File: src/rtl/timer_pkg.sv
// Shared definitions for the microwave timer control stage:
// FSM state encoding and BCD entry limits.
package timer_pkg;

    localparam int DIGIT_W = 4;

    localparam logic [DIGIT_W-1:0] KEY_MAX_DIGIT = 4'd9;
    localparam logic [DIGIT_W-1:0] SEC_TENS_MAX  = 4'd5;

    typedef enum logic [2:0] {
        IDLE  = 3'd0,
        ENTRY = 3'd1,
        LOAD  = 3'd2,
        RUN   = 3'd3,
        PAUSE = 3'd4,
        DONE  = 3'd5
    } state_t;

    typedef logic [DIGIT_W-1:0] digit_t;

endpackage

File: src/rtl/bcd_entry_reg.sv
// Three-digit M:SS keypad entry register; new digits shift in
// at the seconds-ones position and push older digits left.
import timer_pkg::*;

module bcd_entry_reg (
    input  logic   clk,
    input  logic   clear,
    input  logic   sync_clr,
    input  logic   shift,
    input  digit_t digit,
    output digit_t min,
    output digit_t sec_tens,
    output digit_t sec_ones
);

    always_ff @(posedge clk or posedge clear) begin
        if (clear) begin
            min      <= '0;
            sec_tens <= '0;
            sec_ones <= '0;
        end else if (sync_clr) begin
            min      <= '0;
            sec_tens <= '0;
            sec_ones <= '0;
        end else if (shift) begin
            min      <= sec_tens;
            sec_tens <= sec_ones;
            sec_ones <= digit;
        end
    end

endmodule

File: src/rtl/timer_entry_ctrl.sv
// Keypad entry and cooking-cycle FSM for the microwave timer;
// drives the counter load bus, load strobe and gated count enable.
import timer_pkg::*;

module timer_entry_ctrl (
    input  logic       clk,
    input  logic       clear,
    input  logic       key_valid,
    input  logic [3:0] key_code,
    input  logic       start,
    input  logic       stop,
    input  logic       door_closed,
    input  logic       tick_1hz,
    input  logic       all_zero,
    output logic [3:0] data_min,
    output logic [3:0] data_sec_tens,
    output logic [3:0] data_sec_ones,
    output logic       loadn,
    output logic       count_en,
    output logic [2:0] state,
    output logic       done,
    output logic       entry_err
);

    state_t cur;
    state_t nxt;
    logic   err;
    logic   shift_en;
    logic   entry_clr;
    logic   nonzero;

    assign state = cur;

    assign nonzero = (data_min != '0) ||
                     (data_sec_tens != '0) ||
                     (data_sec_ones != '0);

    assign shift_en = key_valid &&
                      (key_code <= KEY_MAX_DIGIT) &&
                      ((cur == IDLE) || (cur == ENTRY));

    // Leaving PAUSE or DONE for IDLE wipes the set time.
    assign entry_clr = ((cur == PAUSE) && stop) ||
                       ((cur == DONE) && (stop || start || key_valid));

    assign count_en = tick_1hz && (cur == RUN) &&
                      door_closed && !all_zero;

    bcd_entry_reg u_entry (
        .clk      (clk),
        .clear    (clear),
        .sync_clr (entry_clr),
        .shift    (shift_en),
        .digit    (key_code),
        .min      (data_min),
        .sec_tens (data_sec_tens),
        .sec_ones (data_sec_ones)
    );

    always_comb begin
        nxt = cur;
        err = 1'b0;
        unique case (cur)
            IDLE: begin
                if (shift_en) nxt = ENTRY;
            end
            ENTRY: begin
                if (start && !stop) begin
                    if (data_sec_tens > SEC_TENS_MAX)
                        err = 1'b1;
                    else if (door_closed && nonzero)
                        nxt = LOAD;
                end
            end
            LOAD: nxt = RUN;
            RUN: begin
                if (all_zero)
                    nxt = DONE;
                else if (stop || !door_closed)
                    nxt = PAUSE;
            end
            PAUSE: begin
                if (stop)
                    nxt = IDLE;
                else if (start && door_closed)
                    nxt = RUN;
            end
            DONE: begin
                if (stop || start || key_valid) nxt = IDLE;
            end
            default: nxt = IDLE;
        endcase
    end

    // Outputs are registered from the next state so they line up
    // with the state register.
    always_ff @(posedge clk or posedge clear) begin
        if (clear) begin
            cur       <= IDLE;
            loadn     <= 1'b1;
            done      <= 1'b0;
            entry_err <= 1'b0;
        end else begin
            cur       <= nxt;
            loadn     <= (nxt != LOAD);
            done      <= (nxt == DONE);
            entry_err <= err;
        end
    end

endmodule

File: config.mk
export PLATFORM = sky130hd
export DESIGN_NAME = timer_entry_ctrl
export DESIGN_NICKNAME = d
export VERILOG_FILES = /design/src/rtl/timer_pkg.sv /design/src/rtl/bcd_entry_reg.sv /design/src/rtl/timer_entry_ctrl.sv
export SDC_FILE = /design/constraint.sdc
export NUM_CORES = 1
export LEC_CHECK = 0
export BUFFER_PORTS_ARGS = -buffer_cell sky130_fd_sc_hd__buf_2
export CAP_MARGIN = 5
export CORE_ASPECT_RATIO = 1.1
export CORE_MARGIN = 4
export CORE_UTILIZATION = 38
export CTS_BUF_LIST = sky130_fd_sc_hd__clkbuf_16
export DETAILED_ROUTE_END_ITERATION = 6
export GPL_TIMING_DRIVEN = 0
export RECOVER_POWER = 50
export SETUP_SLACK_MARGIN = 0.02
export SLEW_MARGIN = 0
export SYNTH_ARGS = -nofsm -noshare
export SYNTH_HDL_FRONTEND = slang
export SYNTH_SLANG_ARGS = --single-unit
File: constraint.sdc
create_clock -name clk -period 1.7 [get_ports clk]
set_clock_uncertainty 0.05 [all_clocks]
set_input_delay 0.17 -clock clk [delete_from_list [all_inputs] [get_ports clk]]
set_output_delay 0.17 -clock clk [all_outputs]
set_load 0.02 [all_outputs]
# Word-level counts from Yosys, hierarchy flattened
# Index checks and enable logic that the tools add are counted.
[totals]
ff_bits = 18
latch_bits = 0
ram_bits = 0
mem_bits_ro = 0
inputBits = 12
output_inout_bits = 19
n_memories = 0
[op_classes]
n_addsub = 0
mul = 0
n_div = 0
n_lt_le_gt_ge = 2
eq_ne = 7
n_shift = 0
muxes = 19
n_bitwise = 0
reduce_logical = 25
[op_table]
columns = ["operator", "n"]
rows = [
  ["$mux W3", 9],
  ["$mux W4", 6],
  ["$pmux W3 S6", 1],
  ["$reduce_bool A4 Y1", 3],
  ["$logic_and A1 B1 Y1", 10],
  ["$eq A3 B3 Y1 const B", 3],
  ["$logic_or A1 B1 Y1", 7],
  ["$eq A3 B2 Y1 const B", 2],
  ["$gt A4 B3 Y1 const B", 1],
  ["$le A4 B4 Y1 const B", 1],
  ["$eq A3 B1 Y1 const B", 1],
  ["$logic_not A1 Y1", 3],
  ["$logic_not A3 Y1", 1],
  ["$mux W1", 3],
  ["$ne A3 B2 Y1 const B", 1],
  ["$reduce_bool A2 Y1", 1],
]

# Logic depth before layout (Yosys ltp)
# Gate-level depths: netlist of the first run.
[logic_depth]
ltp_word = 9
mapped_depth = 6
depth_no_buf = 4

# Cells and area by module
# A second synthesis of the first run with hierarchy kept.
[unflattened]
cells_unflattened = 90
hier_area_um2 = 905.9
[by_module_without_submodules]
columns = ["module", "instances", "cells_per_inst", "area_per_inst_um2", "seq_area_each_um2"]
rows = [
  ["bcd_entry_reg", 1, 39, 484.2, 300.3],
  ["timer_entry_ctrl", 1, 51, 421.7, 151.4],
]

# Worst setup path before layout of the first run
# No wires, ideal clock.
[synth_timing]
path_kind = "register to register"
from = "reg u_entry.sec_tens[1]"
to = "reg done"
arrival_ns = 1.302
required_time_ns = 1.519
path_slack_ns = 0.217
path_stages_with_launch = 5
synth_period_minus_slack_ns = 1.483
path_cell_list = "dfrtp_1 a21oi_1 or3b_1 o21ai_0 a31oi_1"
[synth_between]
elab_chain_len = 9
elab_cells_between_ends = 10
[synth_rtl]
columns = ["element", "line", "text"]
rows = [
  ["from (decl)", "bcd_entry_reg.sv:12", "output digit_t sec_tens,"],
  ["from (signal assigned)", "bcd_entry_reg.sv:27", "sec_tens <= sec_ones;"],
  ["$reduce_bool A4 Y1", "timer_entry_ctrl.sv:35", "(data_sec_tens != '0) ||"],
  ["$logic_or A1 B1 Y1", "timer_entry_ctrl.sv:34", "assign nonzero = (data_min != '0) ||"],
  ["$logic_or A1 B1 Y1", "timer_entry_ctrl.sv:35", ""],
  ["$logic_and A1 B1 Y1", "timer_entry_ctrl.sv:71", "else if (door_closed && nonzero)"],
  ["$mux W3", "timer_entry_ctrl.sv:71", ""],
  ["$mux W3 (*)", "timer_entry_ctrl.sv:69", "if (data_sec_tens > SEC_TENS_MAX)"],
  ["$mux W3 (*)", "timer_entry_ctrl.sv:68", "if (start && !stop) begin"],
  ["$pmux W3 S6 (*)", "timer_entry_ctrl.sv:63", "unique case (cur)"],
  ["$eq A3 B3 Y1 (*)", "timer_entry_ctrl.sv:106", "done <= (nxt == DONE);"],
  ["to (signal assigned)", "timer_entry_ctrl.sv:106", ""],
  ["to (decl)", "timer_entry_ctrl.sv:21", "output logic done,"],
]
# Mark *: on every way between the ends. The rest lies on a longest branch, timed or not.
# A chain may end at the register's enable or synchronous reset.

# Final worst setup path of the first run
# Ends and elaborated chain as after synthesis.

==> results.py, run 1 <==
metrics = {
    "clock_tree": {
        "cts_root_buf": "clkbuf_16",
        "ctsHtreeMaxLevel": 1,
        "clk_pin_slew_ns": 0.05,
        "post-cts-setup-buffers": 0,
        "cts.sinks": 18,
        "cts_tree": "built",
        "clk_path_buf_depth": 2,
        "clkLatencyLatePin_ns": 0.24,
        "numCtsBuffers": 3,
    },
    "power": {
        "pwr-share-seq_pct": 38.5,
        "intPower_w": 0.00123,
        "switching_power_w": 0.000814,
        "clockPowerShare_pct": 22.4,
        "ir_drop_uv": 747,
        "pwr-share-comb_pct": 39.1,
        "p_per_area_nw_per_um2": 1850,
        "power_w": 0.00204,
        "swShare_pct": 39.9,
        "power.leakage_nw": 0.510,
    },
    "cells_and_area": {
        "areaGrowthSynthToFinish_pct": 29.8,
        "layout_common_cells": "dfrtp_1, clkbuf_1, buf_2",
        "insertedDiodeCount": 0,
        "utilization_pct": 53.4,
        "nFillCells": 203,
        "final_nets": 123,
        "drive_gt1_share_pct": 20.9,
    },
    "drt": {
        "first_iter_violations": 6,
        "dr.pass1.iters": 4,
        "vias": 728,
        "ant_nets": 0,
        "drc_errors": 0,
        "detail_route.wl_per_cell_um": 14.1,
        "wirelength_mm": 1.95,
        "via_per_inst": 5.28,
    },
    "placement": {
        "portBuffers": 30,
        "place.gp.congestion": 0.871,
        "dp_hpwl_mm": 1.47,
    },
    "synth": {
        "synth_seq_area_share_pct": 53.2,
        "synth_cell_types": 28,
        "netlist_area_sq_um": 848,
        "yosys_most_used_dff": "dfrtp_1",
        "ys_warn_count": 0,
        "synth_edf_count": 0,
        "syn_nets": 87,
        "syn_area_per_cell_sq_um": 11.3,
        "syn_inst": 75,
        "synth_seq_cells": 18,
        "synthArstFlopShare_pct": 100,
    },
    "setup_path": {
        "slowest_stage": "dfrtp_1",
        "crit_required_ns": 1.77,
        "setup.worst_path.start_class": "register",
        "critPathTopFamily": "compound AO/OA/AOI/OAI gates",
        "crit_path_cell_trace": "a21oi_1 -> or3b_1 -> o21ai_1 -> a31oi_1",
        "crit_arrival_ns": 1.60,
        "critical_path_class": "reg -> reg",
        "cp_max_fo": 5,
        "critPathMaxStageDelay_ns": 0.42,
        "path_buf_inv": 0,
        "critPathCaptureType": "register",
    },
    "timing": {
        "hold_viol": 0,
        "period_needed_ns": 1.53,
        "fmaxAchievable_mhz": 652,
        "tns_ns": 0,
        "rsz0062_at_grt": "false",
        "fin_crit_sh_pct": 90.2,
        "worstMarginPinSlew_ns": 0.652,
        "setup_violations": 0,
        "final_max_slew_viol_count": 0,
        "maxSlewHeadroom_pct": 56.5,
    },
    "die": {
        "die-height_um": 57.6,
        "die-area_sq_um": 3050,
        "initial_core_util_pct": 41.1,
        "boundaryPins": 31,
        "core-area_sq_um": 2060,
        "num_rows": 17,
        "dieWidth_um": 53.1,
    },
    "run": {
        "maxCapViolCount": 0,
    },
    "min_path": {
        "hold_class": "in -> reg",
    },
    "global_route": {
        "grt_start_max_net_pins": 19,
        "grt_usage_pct": 14.0,
        "grt_overflow_total": 0,
        "grt_pass1_vias": 721,
        "grt_pass1_wl_mm": 3.21,
        "antenna_found_initial": 0,
    },
    "status": {
        "status": "finished clean",
    },
}
==> layer usage <==
layer	GRT usage, %	up-vias	share of wire (%)
li1	-	354	-
met1	17.5	348	45
met2	23.4	24	48
met3	1.83	2	6.3
met4	6.57	0	1.2
met5	0	-	0
==> registers in the layout, summed over array words and instances, names as in the netlist <==
name	flops
u_entry.min	4
u_entry.sec_ones	4
u_entry.sec_tens	4
state	3
done	1
entry_err	1
loadn	1
==> power by group through the flow <==
| stage | clock, W | sequential (W) | combinational, W |
|---|---|---|---|
| after floorplan | 0 | 0.000938 | 0.000396 |
| final | 0.000457 | 0.000785 | 0.000798 |
| after CTS | 0.000467 | 0.000785 | 0.000843 |
| after global placement | 0 | 0.000784 | 0.000835 |
| after detailed placement | 0 | 0.000791 | 0.000837 |
| after global routing | 0.000484 | 0.000817 | 0.000872 |
==> cells by family after synthesis <==
logic type             Yosys count  share of synthesized area (%)
and+or+nand+nor                 25                           18.1
AOI/OAI and AO/OA               24                           23.2
DFF                             18                           53.2
buffers and inverters            8                           5.46
==> final timing paths <==
kind                                     start                   to  cells past startpoint  slack [ns]
min in group asynchronous                clear  u_entry.sec_tens[0]                      3        0.51
min reg2reg                     u_entry.min[2]       u_entry.min[2]                      1        0.47
max                        u_entry.sec_tens[1]                 done                      4        0.17
min                                key_code[0]  u_entry.sec_ones[0]                      2        0.10
max reg2reg                u_entry.sec_tens[1]                 done                      4        0.17
max in group asynchronous                clear  u_entry.sec_ones[3]                      3        0.67
==> final cells by class <==
| class | instances | area [sq um] | share of cell area (%) |
|---|---|---|---|
| multi-input combinational | 49 | 350 | 31.8 |
| clock buffer | 3 | 75.1 | 6.82 |
| timing repair buffer | 31 | 139 | 12.6 |
| buffer | 3 | 27.5 | 2.50 |
| clock inverter | 1 | 3.75 | 0.341 |
| inverter | 5 | 18.8 | 1.70 |
| tap | 28 | 35.0 | 3.18 |
| sequential | 18 | 452 | 41.0 |
==> cell usage after synthesis (all sizes together) (2+ instances only) <==
| cell type | instances | area (sq um) |
|---|---|---|
| inv | 5 | 18.8 |
| o21ai | 3 | 15.0 |
| a22o | 12 | 105 |
| and3 | 2 | 17.5 |
| nand2b | 3 | 18.8 |
| a21oi | 2 | 10.0 |
| a31oi | 4 | 40.0 |
| buf | 3 | 27.5 |
| nand2 | 4 | 15.0 |
| nor3b | 2 | 20.0 |
| dfrtp | 17 | 425 |
| nor2 | 4 | 15.0 |
| nor4 | 3 | 18.8 |
==> metrics by stage <==
step / cell area (sq um) / std cells / worst slack [ns] / hold slack (ns)
CTS: 1120 / 138 / 0.0952 / 0.100
global route: 1100 / 138 / 0.0692 / 0.109
detailed placement: 1030 / 133 / 0.102 / 0.250
finish: 1100 / 138 / 0.167 / 0.103
floorplan: 848 / 75 / 0.217 / 0.0578
global placement: 1030 / 133 / 0.102 / 0.246
==> repair_timing <==
action,CTS,global route
gates resized for setup,0,1
hold buffers,1,0
endpoints found under the setup margin,0,2
endpoints found under the hold margin,17,0
Note: power is estimated with default switching activity, not from simulation.
==> run 2: changes to the inputs <==
MAX_ROUTING_LAYER = met4   (was not set)
==> run 2 against run 1 <==
- clock power about the same
- setup slack worse by 0.0021 ns
- via count fell by 0.55%
- routed wire length up 0.21%
- critical path type unchanged
==> results.py, run 2 (same netlist as run 1, synthesis figures left out) <==
metrics = {
    "status": {
        "status": "finished clean",
    },
    "cells_and_area": {
        "areaGrowthSynthToFinish_pct": 29.8,
        "reg.largest.list": "u_entry.min (4), u_entry.sec_ones (4), u_entry.sec_tens (4)",
        "drive_gt1_share_pct": 20.9,
        "layout_common_cells": "dfrtp_1, clkbuf_1, buf_2",
        "fin_area_sq_um": 1100,
        "insertedDiodeCount": 0,
        "final_nets": 123,
        "nFillCells": 203,
    },
    "setup_path": {
        "critPathCaptureType": "register",
        "crit_required_ns": 1.77,
        "setup.worst_path.start_class": "register",
        "cp_max_fo": 5,
        "critical_path_class": "reg -> reg",
        "crit_arrival_ns": 1.60,
    },
    "drt": {
        "ant_nets": 0,
        "wirelength_mm": 1.95,
        "first_iter_violations": 7,
        "vias": 724,
        "dr.pass1.iters": 4,
        "via_per_inst": 5.25,
        "detail_route.wl_per_cell_um": 14.1,
        "drc_errors": 0,
    },
    "timing": {
        "worstMarginPinSlew_ns": 0.650,
        "maxSlewHeadroom_pct": 56.6,
        "fin_ws_ns": 0.165,
        "fmaxAchievable_mhz": 652,
        "tns_ns": 0,
        "setup_violations": 0,
        "fin_crit_sh_pct": 90.3,
        "period_needed_ns": 1.53,
        "rsz0062_at_grt": "false",
        "final_max_slew_viol_count": 0,
        "hold_viol": 0,
    },
    "global_route": {
        "gr-max-usage-layer": "met2",
        "grt_use_met1_pct": 17.8,
        "grt_usage_pct": 14.5,
        "grt_pass1_vias": 718,
        "use_met2_pct": 23.4,
        "antenna_found_initial": 0,
        "grt_start_max_net_pins": 19,
        "grt_pass1_wl_mm": 3.23,
        "grtUsageMet3_pct": 1.83,
        "grt_overflow_total": 0,
    },
    "clock_tree": {
        "numCtsBuffers": 3,
        "ctsHtreeMaxLevel": 1,
        "clkLatencyLatePin_ns": 0.24,
        "post-cts-setup-buffers": 0,
        "cts.sinks": 18,
        "cts_tree": "built",
        "clk_pin_slew_ns": 0.05,
        "cts_root_buf": "clkbuf_16",
        "clk_path_buf_depth": 2,
    },
    "power": {
        "power.leakage_nw": 0.510,
        "power_w": 0.00204,
        "ir_drop_uv": 746,
        "p_per_area_nw_per_um2": 1850,
    },
    "min_path": {
        "hold_class": "in -> reg",
    },
    "placement": {
        "dpl_cell_area_sq_um": 1030,
        "portBuffers": 30,
        "pre_cts_ws_ns": 0.102,
        "dp_hpwl_mm": 1.47,
        "place.gp.congestion": 0.885,
    },
    "die": {
        "dieWidth_um": 53.1,
        "die-area_sq_um": 3050,
        "num_rows": 17,
        "boundaryPins": 31,
        "die-height_um": 57.6,
        "initial_core_util_pct": 41.1,
        "core-area_sq_um": 2060,
    },
    "run": {
        "maxCapViolCount": 0,
    },
}
run 2: per-layer routing:
layer	wire (um)	share of wire (%)	vias to the layer above
met5	0	0	-
met1	878	45	346
met3	122	6.3	2
met2	927	47	24
li1	-	-	352
met4	23	1.2	0
run 2: path summary, 6_finish.rpt:
kind                       slack, ns  cells past startpoint                start                  end
setup / recovery                0.17                      4  u_entry.sec_tens[1]                 done
hold / removal                  0.10                      2          key_code[0]  u_entry.sec_ones[0]
setup reg to reg                0.17                      4  u_entry.sec_tens[1]                 done
hold reg to reg                 0.48                      1       u_entry.min[1]       u_entry.min[1]
max in group asynchronous       0.68                      3                clear  u_entry.sec_ones[3]
min in group asynchronous       0.51                      3                clear  u_entry.sec_tens[0]
run 2: worst max-delay path, stage by stage, from the launching register on:
cell and delay [ns]:
dfrtp_1 0.42, a21oi_1 0.23, or3b_1 0.38, o21ai_1 0.21, a31oi_1 0.11
run 2: what timing repair did:
item,CTS,global route
gates resized for setup,0,1
setup endpoints to repair,0,2
endpoints found under the hold margin,17,0
hold buffers,1,0
run 2: stage by stage:
step / hold slack, ns / std cells / util, %
finish: 0.103 / 138 / 53.4
global route: 0.109 / 138 / 53.4
CTS: 0.100 / 138 / 54.4
detailed placement: 0.250 / 133 / 50.1
global placement: 0.246 / 133 / 50.1
floorplan: 0.0578 / 75 / -
run 2: final cells by class:
type | instances | area (sq um) | area share [%]
inverters | 5 | 18.8 | 1.70
flip-flops and latches | 18 | 452 | 41.0
clock buffers | 3 | 75.1 | 6.82
clock inverters | 1 | 3.75 | 0.341
repair buffers | 31 | 139 | 12.6
well taps | 28 | 35.0 | 3.18
multi-input cells | 49 | 350 | 31.8
plain buffers | 3 | 27.5 | 2.50
run 2: report_power, final:
part | total, W | switching [W] | internal [W]
clock | 0.000456 | 0.000144 | 0.000312
sequential | 0.000786 | 0.000197 | 0.000589
combinational | 0.000798 | 0.000473 | 0.000324
==> run 3: changes to the inputs <==
PLACE_DENSITY_LB_ADDON = 0.05   (was not set)
==> run 3 against run 2 <==
- cell count stayed put
- sequential share of layout area did not move
- total power is 0.45% higher
- core utilization is the same
- setup slack gained 0.022 ns
- combinational power is essentially flat
- critical path type is now reg -> out
- fmax up 1.5%
- highest routed layer unchanged
==> results.py, run 3 (same netlist as run 1, synthesis figures left out) <==
metrics = {
    "drt": {
        "via_per_inst": 5.14,
        "met1_length_um": 975,
        "wirelength_mm": 1.92,
        "route.met2.wl_um": 771,
        "first_iter_violations": 6,
        "drc_errors": 0,
        "route.met3.wl_um": 160,
        "detail_route.wl_per_cell_um": 13.9,
        "highest_layer": "met4",
        "vias": 709,
        "ant_nets": 0,
        "dr.pass1.iters": 4,
    },
    "setup_path": {
        "setup.worst_path.start_class": "register",
        "crit_required_ns": 1.48,
        "crit_path_cell_trace": "nand3b_1 -> nor3_1 -> buf_2",
        "critPathMaxStageDelay_ns": 0.45,
        "slowest_stage": "dfrtp_1",
        "critPathCaptureType": "output pin",
        "cp_max_fo": 6,
        "critical_path_class": "reg -> out",
        "crit_arrival_ns": 1.29,
        "reg2reg_slack_ns": 0.21,
    },
    "run": {
        "maxCapViolCount": 0,
    },
    "die": {
        "die-height_um": 57.6,
        "num_rows": 17,
        "dieWidth_um": 53.1,
        "boundaryPins": 31,
        "die-area_sq_um": 3050,
        "initial_core_util_pct": 41.1,
        "core-area_sq_um": 2060,
    },
    "cells_and_area": {
        "drive_gt1_share_pct": 20.9,
        "areaGrowthSynthToFinish_pct": 29.8,
        "final_cells": 138,
        "seqCellArea_sq_um": 452,
        "utilization_pct": 53.4,
        "multi_input_area_sq_um": 350,
        "final_nets": 123,
        "nFillCells": 197,
        "insertedDiodeCount": 0,
        "reg.largest.list": "u_entry.min (4), u_entry.sec_ones (4), u_entry.sec_tens (4)",
        "layout_common_cells": "dfrtp_1, clkbuf_1, buf_2",
    },
    "global_route": {
        "grt_overflow_total": 0,
        "grt_start_max_net_pins": 19,
        "antenna_found_initial": 0,
        "grt_usage_pct": 14.2,
        "grt_pass1_vias": 655,
        "grt_pass1_wl_mm": 3.04,
    },
    "clock_tree": {
        "cts.sinks": 18,
        "clk_pin_slew_ns": 0.05,
        "numCtsBuffers": 3,
        "clkLatencyLatePin_ns": 0.25,
        "cts_tree": "built",
        "cts_root_buf": "clkbuf_16",
        "ctsHtreeMaxLevel": 1,
        "clk_path_buf_depth": 2,
    },
    "timing": {
        "worstMarginPinSlew_ns": 0.644,
        "rsz0062_at_grt": "false",
        "hold_viol": 0,
        "final_max_slew_viol_count": 0,
        "fmaxAchievable_mhz": 661,
        "maxSlewHeadroom_pct": 57.0,
        "tns_ns": 0,
        "setup_violations": 0,
        "period_needed_ns": 1.51,
        "fin_crit_sh_pct": 89.0,
    },
    "min_path": {
        "hold_class": "in -> reg",
    },
    "placement": {
        "dp_hpwl_mm": 1.41,
        "portBuffers": 30,
        "dp.cells": 133,
        "place.gp.congestion": 0.823,
    },
    "status": {
        "status": "finished clean",
    },
    "power": {
        "ir_drop_uv": 1030,
        "p_per_area_nw_per_um2": 1860,
        "power.leakage_nw": 0.510,
    },
}
[run 3: timing repair]
| action | in CTS | in global routing |
|---|---|---|
| endpoints found under the hold margin | 17 | 0 |
| setup buffers | 0 | 0 |
| setup endpoints to repair | 0 | 2 |
| resized for setup | 0 | 1 |
| hold buffers | 1 | 0 |
[run 3: power breakdown]
part	switching, W	internal [W]
Clock	0.000153	0.000312
Sequential	0.000193	0.000589
Combinational	0.000476	0.000324
[run 3: through the flow]
step / area [sq um] / setup slack (ns) / power, W / hold WS, ns
2_1_floorplan: 848 / 0.217 / 0.00133 / 0.0578
3_3_place_gp: 1030 / 0.163 / 0.00161 / 0.246
3_5_place_dp: 1030 / 0.151 / 0.00163 / 0.241
4_1_cts: 1120 / 0.142 / 0.00209 / 0.0994
5_1_grt: 1100 / 0.0423 / 0.00218 / 0.112
6_report: 1100 / 0.187 / 0.00205 / 0.0972
[run 3: critical path: cells and delay by family, from the launching register on]
kind	cells	cell delay, ns
buffers and inverters	1	0.19
flip-flops	1	0.45
AND/OR/NAND/NOR	2	0.40
[run 3: path summary, 6_finish.rpt]
| path | from | endpoint | depth (start not counted) |
|---|---|---|---|
| max | state[2] | count_en | 3 |
| min | key_code[0] | u_entry.sec_ones[0] | 2 |
| max reg2reg | u_entry.sec_tens[1] | done | 4 |
| min reg2reg | u_entry.min[3] | u_entry.min[3] | 1 |
| max in group asynchronous | clear | entry_err | 3 |
| min in group asynchronous | clear | u_entry.min[0] | 3 |
[run 3: layer usage]
layer | GRT usage (%) | vias up
li1 | - | 351
met1 | 20.6 | 325
met2 | 17.9 | 31
met3 | 4.96 | 2
met4 | 5.47 | 0
met5 | - | -
[run 3: final cells by class]
cell class,instances,share of cell area (%)
clock inverter,1,0.341
timing repair buffer,31,12.6
inverter,5,1.70
buffer,3,2.50
tap,28,3.18
sequential,18,41.0
multi-input combinational,49,31.8
clock buffer,3,6.82
